--- src/rtl/mem_access_stage.sv ---
// Memory-access stage: turns the PS3 load/store into a handshaked data-memory
// request, stalls the pipeline until it completes and hands aligned load data to PS4.
module mem_access_stage #(
    parameter int DM_ADDR_BIT = 10,
    parameter int ACK_TIMEOUT = 15
) (
    input  logic                   clk,
    input  logic                   rst_n,
    input  logic                   valid,
    input  logic                   r_datamem,
    input  logic                   w_datamem,
    input  logic [1:0]             mem_width,
    input  logic                   mem_signed,
    input  logic [31:0]            alu_data_res,
    input  logic [31:0]            store_data,
    output logic                   mem_req,
    output logic                   mem_we,
    output logic [DM_ADDR_BIT-1:0] mem_addr,
    output logic [3:0]             mem_be,
    output logic [31:0]            mem_wdata,
    input  logic                   mem_ack,
    input  logic [31:0]            mem_rdata,
    output logic [31:0]            load_data,
    output logic                   stall,
    output logic                   misalign,
    output logic                   bus_err,
    output logic [1:0]             fsm_state
);

    // Memory handshake: mem_req rises with all request fields registered and
    // holds them stable until the cycle mem_ack is seen high; ack is sampled only in BUSY.
    typedef enum logic [1:0] {
        IDLE = 2'd0,
        BUSY = 2'd1,
        DONE = 2'd2
    } state_t;

    localparam int CNT_W = (ACK_TIMEOUT > 1) ? $clog2(ACK_TIMEOUT) : 1;
    localparam logic [CNT_W-1:0] TO_LAST = CNT_W'(ACK_TIMEOUT - 1);

    state_t           state, next_state;
    logic [CNT_W-1:0] wait_cnt;
    logic             access;
    logic             misaligned;
    logic             start;
    logic             timeout;
    logic [1:0]       lane;
    logic [3:0]       be_next;
    logic [31:0]      wdata_next;

    // Request attributes kept for aligning the returning read word.
    logic [1:0]       req_lane;
    logic [1:0]       req_width;
    logic             req_signed;
    logic             req_load;
    logic [7:0]       rd_byte;
    logic [15:0]      rd_half;
    logic [31:0]      rd_ext;

    logic             unused_addr_bits;
    assign unused_addr_bits = ^alu_data_res[31:DM_ADDR_BIT+2];

    assign access    = valid & (r_datamem | w_datamem);
    assign lane      = alu_data_res[1:0];
    assign fsm_state = state;

    always_comb begin
        misaligned = 1'b0;
        be_next    = 4'b1111;
        wdata_next = store_data;
        case (mem_width)
            2'd0: begin
                be_next    = 4'b0001 << lane;
                wdata_next = {4{store_data[7:0]}};
            end
            2'd1: begin
                misaligned = lane[0];
                be_next    = 4'b0011 << lane;
                wdata_next = {2{store_data[15:0]}};
            end
            default: misaligned = (lane != 2'b00);
        endcase
    end

    assign start   = (state == IDLE) & access & ~misaligned;
    assign timeout = (state == BUSY) & ~mem_ack & (wait_cnt == TO_LAST);

    always_comb begin
        next_state = state;
        stall      = 1'b0;
        misalign   = 1'b0;
        case (state)
            IDLE: begin
                misalign = access & misaligned;
                stall    = start;
                if (start) next_state = BUSY;
            end
            BUSY: begin
                stall = 1'b1;
                if (mem_ack || timeout) next_state = DONE;
            end
            DONE:    next_state = IDLE;
            default: next_state = IDLE;
        endcase
    end

    always_comb begin
        rd_byte = mem_rdata[7:0];
        case (req_lane)
            2'd1:    rd_byte = mem_rdata[15:8];
            2'd2:    rd_byte = mem_rdata[23:16];
            2'd3:    rd_byte = mem_rdata[31:24];
            default: rd_byte = mem_rdata[7:0];
        endcase
        rd_half = req_lane[1] ? mem_rdata[31:16] : mem_rdata[15:0];
        case (req_width)
            2'd0:    rd_ext = {{24{req_signed & rd_byte[7]}}, rd_byte};
            2'd1:    rd_ext = {{16{req_signed & rd_half[15]}}, rd_half};
            default: rd_ext = mem_rdata;
        endcase
    end

    always_ff @(posedge clk or negedge rst_n) begin
        if (!rst_n) state <= IDLE;
        else        state <= next_state;
    end

    always_ff @(posedge clk or negedge rst_n) begin
        if (!rst_n) begin
            mem_req    <= 1'b0;
            mem_we     <= 1'b0;
            mem_addr   <= '0;
            mem_be     <= 4'b0000;
            mem_wdata  <= 32'h0;
            load_data  <= 32'h0;
            wait_cnt   <= '0;
            bus_err    <= 1'b0;
            req_lane   <= 2'b00;
            req_width  <= 2'b00;
            req_signed <= 1'b0;
            req_load   <= 1'b0;
        end else begin
            bus_err <= timeout;
            if (start) begin
                mem_req    <= 1'b1;
                mem_we     <= w_datamem & ~r_datamem;
                mem_addr   <= alu_data_res[DM_ADDR_BIT+1:2];
                mem_be     <= be_next;
                mem_wdata  <= wdata_next;
                wait_cnt   <= '0;
                req_lane   <= lane;
                req_width  <= mem_width;
                req_signed <= mem_signed;
                req_load   <= r_datamem;
            end else if (state == BUSY) begin
                if (mem_ack) begin
                    mem_req <= 1'b0;
                    mem_we  <= 1'b0;
                    if (req_load) load_data <= rd_ext;
                end else if (timeout) begin
                    mem_req   <= 1'b0;
                    mem_we    <= 1'b0;
                    load_data <= 32'h0;
                end else begin
                    wait_cnt <= wait_cnt + CNT_W'(1);
                end
            end
        end
    end

endmodule

--- config.mk ---
export PLATFORM = sky130hd
export DESIGN_NAME = mem_access_stage
export DESIGN_NICKNAME = d
export VERILOG_FILES = /design/src/rtl/mem_access_stage.sv
export SDC_FILE = /design/constraint.sdc
export NUM_CORES = 1
export LEC_CHECK = 0
export BUFFER_PORTS_ARGS = -buffer_cell sky130_fd_sc_hd__buf_2
export CORE_MARGIN = 2
export CORE_UTILIZATION = 50
export CTS_CLUSTER_SIZE = 20
export DETAILED_ROUTE_END_ITERATION = 10
export GPL_ROUTABILITY_DRIVEN = 0
export HOLD_SLACK_MARGIN = 0.1
export PLACE_DENSITY = 0.84
export RECOVER_POWER = 100
export SYNTH_ARGS = -nofsm -noshare
export SYNTH_HDL_FRONTEND = slang
export SYNTH_SLANG_ARGS = --single-unit
export TNS_END_PERCENT = 100
--- constraint.sdc ---
create_clock -name clk -period 3 [get_ports clk]
set_input_delay 0.3 -clock clk [delete_from_list [all_inputs] [get_ports clk]]
set_output_delay 0.3 -clock clk [all_outputs]
set_load 0.02 [all_outputs]
==> impl_metrics.py, run 1 <==
metrics = {
    "critical_path": {
        "critPathMaxStageDelay_ns": 0.73,
        "cp.arrival_ns": 2.84,
        "required_ns": 3.24,
        "start_kind": "flop",
        "cp_cell_sequence": "or2_0, nor3_4, nand2_1, a221o_1",
        "path_max_fanout": 26,
        "worstSetupEndpointType": "flop",
        "cp_slowest_cell": "nand2_1",
        "worstSetupPathType": "reg -> reg",
    },
    "pwr": {
        "vdd_drop_max_v": 0.000421,
        "power_leakage_nw": 2.54,
        "power_density_nw_per_um2": 847,
    },
    "floorplanning": {
        "initial_core_util": 0.517,
        "die-area_um2": 9790,
        "io_pins": 190,
        "num_rows": 34,
        "core_area_um2": 8720,
        "fp.dieH_um": 98.9,
        "dieWidth_um": 98.9,
    },
    "yosys": {
        "synth-seq-cells": 93,
        "syn_avg_cell_area_um2": 11.6,
        "synth_commonest_cells": "dfrtp_1 (93), mux2_2 (29), a21oi_1 (24), nand2_1 (24), a221o_1 (23)",
        "async_flop_share": 1.00,
        "synth_area_um2": 4510,
        "post-synth-top-count-cell": "dfrtp_1",
        "yosysSeqAreaShare": 0.517,
        "synth_top_family_by_area": "compound AO/OA/AOI/OAI gates",
        "synth_area_leaders": "dfrtp_1 (52%), mux2_2 (7.2%), a221o_1 (5.1%)",
        "synth_simple_gate_area_share": 0.121,
        "synth-edff-count": 0,
        "synth_top_flop_cell": "dfrtp_1",
        "synth_top_area_frac": 0.517,
        "synthAdderAreaFrac": 0.00555,
        "syn_nets": 494,
        "synth-compound-area-share": 0.177,
        "synth_top_area_cell": "dfrtp_1",
        "synth-xor-area-share": 0.00583,
        "ys_warn_count": 0,
        "synthCells": 387,
        "synth_cell_type_count": 59,
        "muxShareOfSynthArea": 0.134,
    },
    "routing": {
        "vias_per_cell": 5.95,
        "via_count": 3939,
        "antenna_left": 0,
        "drtIter0Drc": 179,
        "drc": 0,
        "dr.pass1.iters": 5,
        "totalWireLength_um": 12300,
        "wl_per_cell_um": 18.6,
    },
    "global_route": {
        "grt_pass1_wl_um": 19800,
        "grt_max_degree": 53,
        "antenna_found_initial": 0,
        "grt_pass1_vias": 4056,
        "overflow": 0,
        "grt_use_total": 0.255,
    },
    "timing": {
        "finalSetupTns_ns": 0,
        "max_freq_ghz": 0.385,
        "period_minus_slack_ns": 2.60,
        "slew_violations": 0,
        "holdWs_ns": 0.152,
        "relSlewSlack": 0.0352,
        "rsz0062_at_grt": "no",
        "min_period_over_period": 0.866,
        "worst_slack_ns": 0.403,
        "finalClockSkew_ns": 0.00639,
        "setup_violations": 0,
        "worstMarginPinSlew_ns": 1.45,
        "hold_violations": 0,
    },
    "hold_path": {
        "min_path_type": "in -> reg",
    },
    "outcome": {
        "status": "finished clean",
    },
    "cells_and_area": {
        "finalNetCount": 656,
        "final_util": 0.634,
        "n_antenna_cell": 0,
        "area_growth_pct": 22.7,
        "drive_gt1_frac": 0.276,
    },
    "run": {
        "maxCapViolCount": 0,
    },
    "cts": {
        "cts_resized": 0,
        "cts_tree": "yes",
        "cts-buffers-inserted": 9,
        "clock_latency_ns": 0.36,
        "clk_pin_slew_worst_paths_ns": 0.10,
        "post_cts_buffers": 0,
        "hold_buffers": 1,
        "clock_sinks": 93,
        "clockRootBuffer": "clkbuf_8",
        "cts.path.max_buffers": 2,
        "htreeDepth": 3,
    },
    "placed_design": {
        "place_ws_ns": 0.822,
        "numPortBuffers": 169,
        "hpwl_um": 9200,
    },
}
layout make-up:
type	instances	area, µm²
repair buffers	180	832
clock inverters	7	92.6
flip-flops and latches	93	2330
inverters	8	30.0
well taps	108	135
multi-input cells	257	1990
clock buffers	9	124
fillers	727	3190
registers in the layout, indices dropped and copies added, names as in the netlist, 2 cells and up:
name       count
mem_wdata     32
req_width      2
load_data     32
req_lane       2
mem_addr      10
fsm_state      2
wait_cnt       4
mem_be         4
layout by cell type, fill, tap and decap left out, drive strengths merged, types with 2 or more instances in the layout:
master	n
nor2	17
dfrtp	93
clkinv	3
nand2b	2
ha	2
a31oi	4
nor3b	5
nand3	4
o2bb2ai	4
and2	3
or2	4
o21ai	16
a21oi	25
nand2	25
nor2b	6
xor2	2
a222oi	6
a211o	8
nor3	3
a211oi	6
or3	2
o21a	3
mux2i	21
buf	92
and3	3
inv	11
mux2	35
nor4	9
a221o	23
clkbuf	96
o22ai	3
through the flow:
step	instance area (µm²)	power (mW)	cells
floorplan	4510	3.20	387
global placement	5430	3.84	645
detailed placement	5430	3.91	645
CTS	5650	4.82	662
global route	5530	4.94	662
finish	5530	4.68	662
worst max-delay path: cells and delay by family (launching register included):
kind	cells	cell delay (ns)
flip-flops	1	0.47
AND/OR/NAND/NOR	3	1.41
AO/OA/AOI/OAI	1	0.59
where the power goes:
part           leakage, nW  total (mW)  internal [mW]  switching (mW)
combinational         1.28        1.78          0.651            1.13
sequential            1.15        2.00           1.70           0.302
clock                0.109       0.907          0.408           0.499
logic make-up (layout without fill, tap and decap cells):
| kind of cell | Yosys count | in the layout |
|---|---|---|
| xor+xnor | 3 | 3 |
| mux | 56 | 56 |
| buf+inv | 37 | 204 |
| fa+ha+maj | 2 | 2 |
| simple gates | 90 | 90 |
| flops | 93 | 93 |
| compound gates | 106 | 106 |
metal layers:
metal | GRT usage | up-vias | wire length (µm)
li1 | - | 1787 | -
met1 | 0.295 | 1925 | 4690
met2 | 0.430 | 204 | 6090
met3 | 0.0915 | 23 | 1280
met4 | 0.101 | 0 | 286
met5 | 0 | - | 0
final timing paths:
check | startpoint | end | slack, ns | depth (start not counted)
min in group asynchronous | rst_n | load_data[21] | 0.75 | 2
setup reg to reg | fsm_state[1] | mem_wdata[27] | 0.40 | 4
max in group asynchronous | rst_n | load_data[6] | 1.01 | 3
hold reg to reg | mem_addr[3] | mem_addr[3] | 0.49 | 1
hold / removal | alu_data_res[7] | mem_addr[5] | 0.15 | 2
setup / recovery | fsm_state[1] | mem_wdata[27] | 0.40 | 4
Power figures use the tool's default switching activity.
==> inputs of run 2 (changes only) <==
--- a/config.mk
+++ b/config.mk
@@ -6,7 +6,7 @@
 export NUM_CORES = 1
 export LEC_CHECK = 0
 export BUFFER_PORTS_ARGS = -buffer_cell sky130_fd_sc_hd__buf_2
-export CORE_MARGIN = 2
+export CORE_MARGIN = 4
 export CORE_UTILIZATION = 50
 export CTS_CLUSTER_SIZE = 20
 export DETAILED_ROUTE_END_ITERATION = 10
==> impl_metrics.py, run 2 (synthesized netlist as in run 1, its figures left out) <==
metrics = {
    "outcome": {
        "status": "finished, violations left",
        "violations": "capacitance limit",
    },
    "pwr": {
        "combPwrFrac": 0.366,
        "internal_power_mw": 2.93,
        "p_seq_frac": 0.417,
        "vdd_drop_max_v": 0.000453,
        "power_density_nw_per_um2": 872,
        "totalPowerFinal_mw": 4.83,
        "power_frac_clock": 0.217,
        "p_sw_mw": 1.90,
        "power_leakage_nw": 2.55,
        "p_sw_frac": 0.394,
    },
    "floorplanning": {
        "die-area_um2": 10600,
        "io_pins": 190,
        "initial_core_util": 0.514,
        "fp.dieH_um": 103,
        "num_rows": 34,
        "core_area_um2": 8760,
        "dieWidth_um": 103,
    },
    "cells_and_area": {
        "drive_gt1_frac": 0.272,
        "top_regs": "load_data: 32 flops, mem_wdata: 32 flops, mem_addr: 10 flops",
        "finalNetCount": 653,
        "area_growth_pct": 23.0,
        "final_cell_mix": "dfrtp_1 (93), buf_2 (84), clkbuf_1 (84)",
        "final_common_cell": "dfrtp_1",
        "instances_no_fill": 659,
        "n_antenna_cell": 0,
    },
    "critical_path": {
        "startpoint": "fsm_state[1]",
        "required_ns": 3.27,
        "path_max_fanout": 12,
        "cp.arrival_ns": 2.85,
        "start_kind": "flop",
        "worstSetupEndpointType": "flop",
        "worstSetupPathType": "reg -> reg",
        "rr_startpoint": "fsm_state[1]",
    },
    "timing": {
        "rsz0062_at_grt": "no",
        "relSlewSlack": 0.00130,
        "min_period_over_period": 0.859,
        "setup_violations": 0,
        "period_minus_slack_ns": 2.58,
        "finalSetupTns_ns": 0,
        "slew_violations": 0,
        "max_freq_ghz": 0.388,
        "worstMarginPinSlew_ns": 1.50,
        "finalClockSkew_ns": 0.0131,
        "hold_violations": 0,
    },
    "global_route": {
        "antenna_found_initial": 0,
        "overflow": 0,
        "grt_max_degree": 61,
        "grt_pass1_vias": 4157,
        "grt_use_total": 0.247,
        "grt_pass1_wl_um": 20400,
    },
    "hold_path": {
        "min_from": "alu_data_res[5]",
        "min_path_type": "in -> reg",
    },
    "routing": {
        "drtIter0Drc": 181,
        "dr.pass1.iters": 4,
        "wl_per_cell_um": 19.5,
        "antenna_left": 0,
        "totalWireLength_um": 12900,
        "drc": 0,
        "vias_per_cell": 6.05,
        "via_count": 3984,
    },
    "cts": {
        "clock_sinks": 93,
        "cts_resized": 0,
        "clockRootBuffer": "clkbuf_8",
        "clk_pin_slew_worst_paths_ns": 0.10,
        "htreeDepth": 3,
        "clock_latency_ns": 0.36,
        "cts_tree": "yes",
        "cts-buffers-inserted": 9,
        "post_cts_buffers": 0,
        "cts.path.max_buffers": 2,
    },
    "placed_design": {
        "numPortBuffers": 169,
        "hpwl_um": 9500,
        "dp.cells": 642,
    },
    "run": {
        "maxCapViolCount": 1,
    },
}
==> run 2: cell count changes in the layout (fill, tap and decap cells not counted), sizes merged <==
cell    delta
inv        -1
clkinv     -2
bufinv     +2
clkbuf     -1
buf        -1
==> run 2: repair_timing <==
| item | CTS | global route |
|---|---|---|
| hold buffers | 1 | 0 |
| hold endpoints to repair | 59 | 0 |
| setup endpoints to repair | 0 | 0 |
==> run 2: stage by stage <==
stage	utilization	hold WS, ns	cell area [µm²]	setup slack [ns]
after floorplan	-	0.00441	4510	1.03
after global placement	0.618	0.419	5420	0.608
after detailed placement	0.618	0.425	5420	0.567
after CTS	0.648	0.149	5680	0.594
after global routing	0.632	0.146	5540	0.303
final	0.632	0.155	5540	0.423
==> run 2: power groups by stage <==
| stage | registers [mW] | clock network (mW) | logic, mW |
|---|---|---|---|
| floorplan | 2.46 | 0 | 0.734 |
| global placement | 1.99 | 0 | 1.86 |
| detailed placement | 2.02 | 0 | 1.90 |
| CTS | 2.00 | 1.06 | 1.91 |
| global route | 2.07 | 1.13 | 1.93 |
| finish | 2.02 | 1.05 | 1.77 |
==> run 2: cell type report <==
type | instances | area (µm²)
Fill cell | 734 | 3220
Sequential cell | 93 | 2330
Multi-Input combinational cell | 257 | 1970
Timing Repair Buffer | 177 | 828
Clock buffer | 10 | 138
Tap cell | 108 | 135
Clock inverter | 6 | 116
Inverter | 8 | 30.0
==> run 2: final timing paths <==
kind / endpoint / slack [ns] / depth (start not counted)
min reg2reg: mem_req / 0.49 / 2
min: mem_addr[3] / 0.16 / 2
max: mem_wdata[22] / 0.42 / 4
max reg2reg: mem_wdata[22] / 0.42 / 4
min in group asynchronous: load_data[18] / 0.84 / 2
max in group asynchronous: fsm_state[1] / 1.27 / 2
==> run 2: metal layers <==
layer | wire length, µm | GRT usage | part of all wire | vias up
met5 | 0 | 0 | 0 | -
met2 | 6220 | 0.415 | 0.48 | 220
met1 | 4830 | 0.291 | 0.38 | 1966
met3 | 1470 | 0.0819 | 0.11 | 26
met4 | 355 | 0.101 | 0.028 | 0
li1 | - | - | - | 1772
==> run 2: worst max-delay path: stages (launching register included) <==
cell       delay, ns
dfrtp_1         0.49
or4b_1          0.59
nor4b_2         1.06
a31oi_1         0.13
o2bb2ai_1       0.23
==> inputs of run 3 (changes only) <==
--- a/config.mk
+++ b/config.mk
@@ -6,13 +6,15 @@
 export NUM_CORES = 1
 export LEC_CHECK = 0
 export BUFFER_PORTS_ARGS = -buffer_cell sky130_fd_sc_hd__buf_2
+export CELL_PAD_IN_SITES_DETAIL_PLACEMENT = 1
+export CELL_PAD_IN_SITES_GLOBAL_PLACEMENT = 1
 export CORE_MARGIN = 4
-export CORE_UTILIZATION = 50
+export CORE_UTILIZATION = 39
 export CTS_CLUSTER_SIZE = 20
 export DETAILED_ROUTE_END_ITERATION = 10
 export GPL_ROUTABILITY_DRIVEN = 0
 export HOLD_SLACK_MARGIN = 0.1
-export PLACE_DENSITY = 0.84
+export PLACE_DENSITY = 0.86
 export RECOVER_POWER = 100
 export SYNTH_ARGS = -nofsm -noshare
 export SYNTH_HDL_FRONTEND = slang
==> impl_metrics.py, run 3 (synthesized netlist as in run 1, its figures left out) <==
metrics = {
    "cells_and_area": {
        "final_cell_mix": "dfrtp_1 (93), clkbuf_1 (85), buf_2 (84)",
        "num-fill-cells": 1286,
        "finalNetCount": 656,
        "drive_gt1_frac": 0.274,
        "area_growth_pct": 24.4,
        "n_antenna_cell": 0,
        "final_common_cell": "dfrtp_1",
        "top_regs": "load_data: 32 flops, mem_wdata: 32 flops, mem_addr: 10 flops",
    },
    "timing": {
        "max_freq_ghz": 0.390,
        "min_period_over_period": 0.856,
        "rsz0062_at_grt": "no",
        "holdWs_ns": 0.172,
        "hold_violations": 0,
        "relSlewSlack": -0.0640,
        "worst_slack_ns": 0.433,
        "worstMarginPinSlew_ns": 1.60,
        "finalClockSkew_ns": 0.00880,
        "period_minus_slack_ns": 2.57,
        "slew_violations": 62,
        "finalSetupTns_ns": 0,
        "setup_violations": 0,
    },
    "cts": {
        "clockRootBuffer": "clkbuf_16",
        "htreeDepth": 3,
        "cts-buffers-inserted": 9,
        "clock_sinks": 93,
        "cts_resized": 0,
        "cts.path.max_buffers": 2,
        "clock_latency_ns": 0.35,
        "cts_tree": "yes",
        "clk_pin_slew_worst_paths_ns": 0.07,
    },
    "critical_path": {
        "worstSetupEndpointType": "flop",
        "critPathMaxStageDelay_ns": 0.50,
        "cp.arrival_ns": 2.79,
        "path_max_fanout": 10,
        "worstSetupPathType": "reg -> reg",
        "cp_cell_sequence": "or2_0, nor3_1, and2_0, clkbuf_1, mux2_1",
        "start_kind": "flop",
        "required_ns": 3.23,
        "cp_slowest_cell": "clkbuf_1",
    },
    "floorplanning": {
        "fp.dieH_um": 115,
        "num_rows": 38,
        "io_pins": 190,
        "initial_core_util": 0.407,
        "core_area_um2": 11100,
        "dieWidth_um": 115,
        "die-area_um2": 13300,
    },
    "outcome": {
        "violations": "capacitance limit, slew limit",
        "status": "finished, violations left",
    },
    "pwr": {
        "vdd_drop_max_v": 0.000557,
        "p_sw_frac": 0.403,
        "p_seq_frac": 0.413,
        "p_sw_mw": 1.98,
        "power_density_nw_per_um2": 878,
        "internal_power_mw": 2.94,
        "power_frac_clock": 0.222,
        "combPwrFrac": 0.365,
        "power_leakage_nw": 2.57,
    },
    "routing": {
        "vias_per_cell": 5.77,
        "totalWireLength_um": 14800,
        "drc": 0,
        "dr.pass1.iters": 5,
        "wl_per_cell_um": 21.3,
        "antenna_left": 0,
        "drtIter0Drc": 215,
        "via_count": 4003,
    },
    "global_route": {
        "grt_pass1_wl_um": 23700,
        "grt_max_degree": 62,
        "antenna_found_initial": 3,
        "grt_pass1_vias": 4342,
        "grt_use_total": 0.228,
        "overflow": 0,
    },
    "placed_design": {
        "place_ws_ns": 0.630,
        "numPortBuffers": 169,
        "hpwl_um": 11100,
    },
    "run": {
        "maxCapViolCount": 1,
    },
    "hold_path": {
        "min_path_type": "in -> reg",
    },
}
[run 3: cell types whose count changed in the layout (fill, tap and decap cells not counted), sizes merged]
| cell | previous run | this run |
|---|---|---|
| clkbuf | 95 | 99 |
| bufinv | 3 | 0 |
| buf | 91 | 90 |
| clkinv | 1 | 2 |
| clkinvlp | 0 | 1 |
| inv | 10 | 11 |
[run 3: final cells by class]
cell class | count | area [µm²] | area share
Clock buffer | 10 | 239 | 0.0426
Inverter | 8 | 30.0 | 0.00536
Timing Repair Buffer | 180 | 815 | 0.145
Clock inverter | 6 | 43.8 | 0.00781
Tap cell | 140 | 175 | 0.0312
Sequential cell | 93 | 2330 | 0.415
Multi-Input combinational cell | 257 | 1980 | 0.352
[run 3: path summary, 6_finish.rpt]
| kind | from | endpoint | slack [ns] | cells after the start |
|---|---|---|---|---|
| max | fsm_state[1] | mem_addr[6] | 0.43 | 5 |
| min | alu_data_res[6] | mem_addr[4] | 0.17 | 2 |
| max reg2reg | fsm_state[1] | mem_addr[6] | 0.43 | 5 |
| min reg2reg | mem_req | mem_req | 0.49 | 2 |
| max in group asynchronous | rst_n | load_data[31] | 0.89 | 3 |
| min in group asynchronous | rst_n | load_data[20] | 0.87 | 2 |
[run 3: what timing repair did]
action,CTS,global route
buffers inserted,0,0
hold buffers,1,0
setup endpoints to repair,0,0
endpoints found under the hold margin,59,0
[run 3: power by group through the flow]
| stage | Combinational [mW] | Clock, mW | Sequential, mW |
|---|---|---|---|
| finish | 1.80 | 1.09 | 2.03 |
| detailed placement | 1.93 | 0 | 2.03 |
| global route | 1.96 | 1.19 | 2.09 |
| CTS | 1.94 | 1.14 | 2.02 |
| global placement | 1.87 | 0 | 2.00 |
| floorplan | 0.734 | 0 | 2.46 |
[run 3: worst max-delay path, delay by kind of cell, from the launching register on]
family	cells	cell delay [ns]
buf+inv	1	0.50
flops	1	0.48
mux	1	0.38
simple gates	3	1.08
[run 3: metrics by stage]
step / std cells / cell area (µm²) / utilization / total power, mW
floorplan: 387 / 4510 / - / 3.20
global placement: 677 / 5450 / 0.492 / 3.87
global route: 694 / 5610 / 0.506 / 5.23
finish: 694 / 5610 / 0.506 / 4.92
detailed placement: 677 / 5450 / 0.492 / 3.97
CTS: 694 / 5750 / 0.519 / 5.10
[run 3: layer usage]
metal | wire (µm) | track usage
met2 | 7220 | 0.383
met3 | 1630 | 0.0977
met4 | 217 | 0.0548
met5 | 34 | 0
met1 | 5670 | 0.271
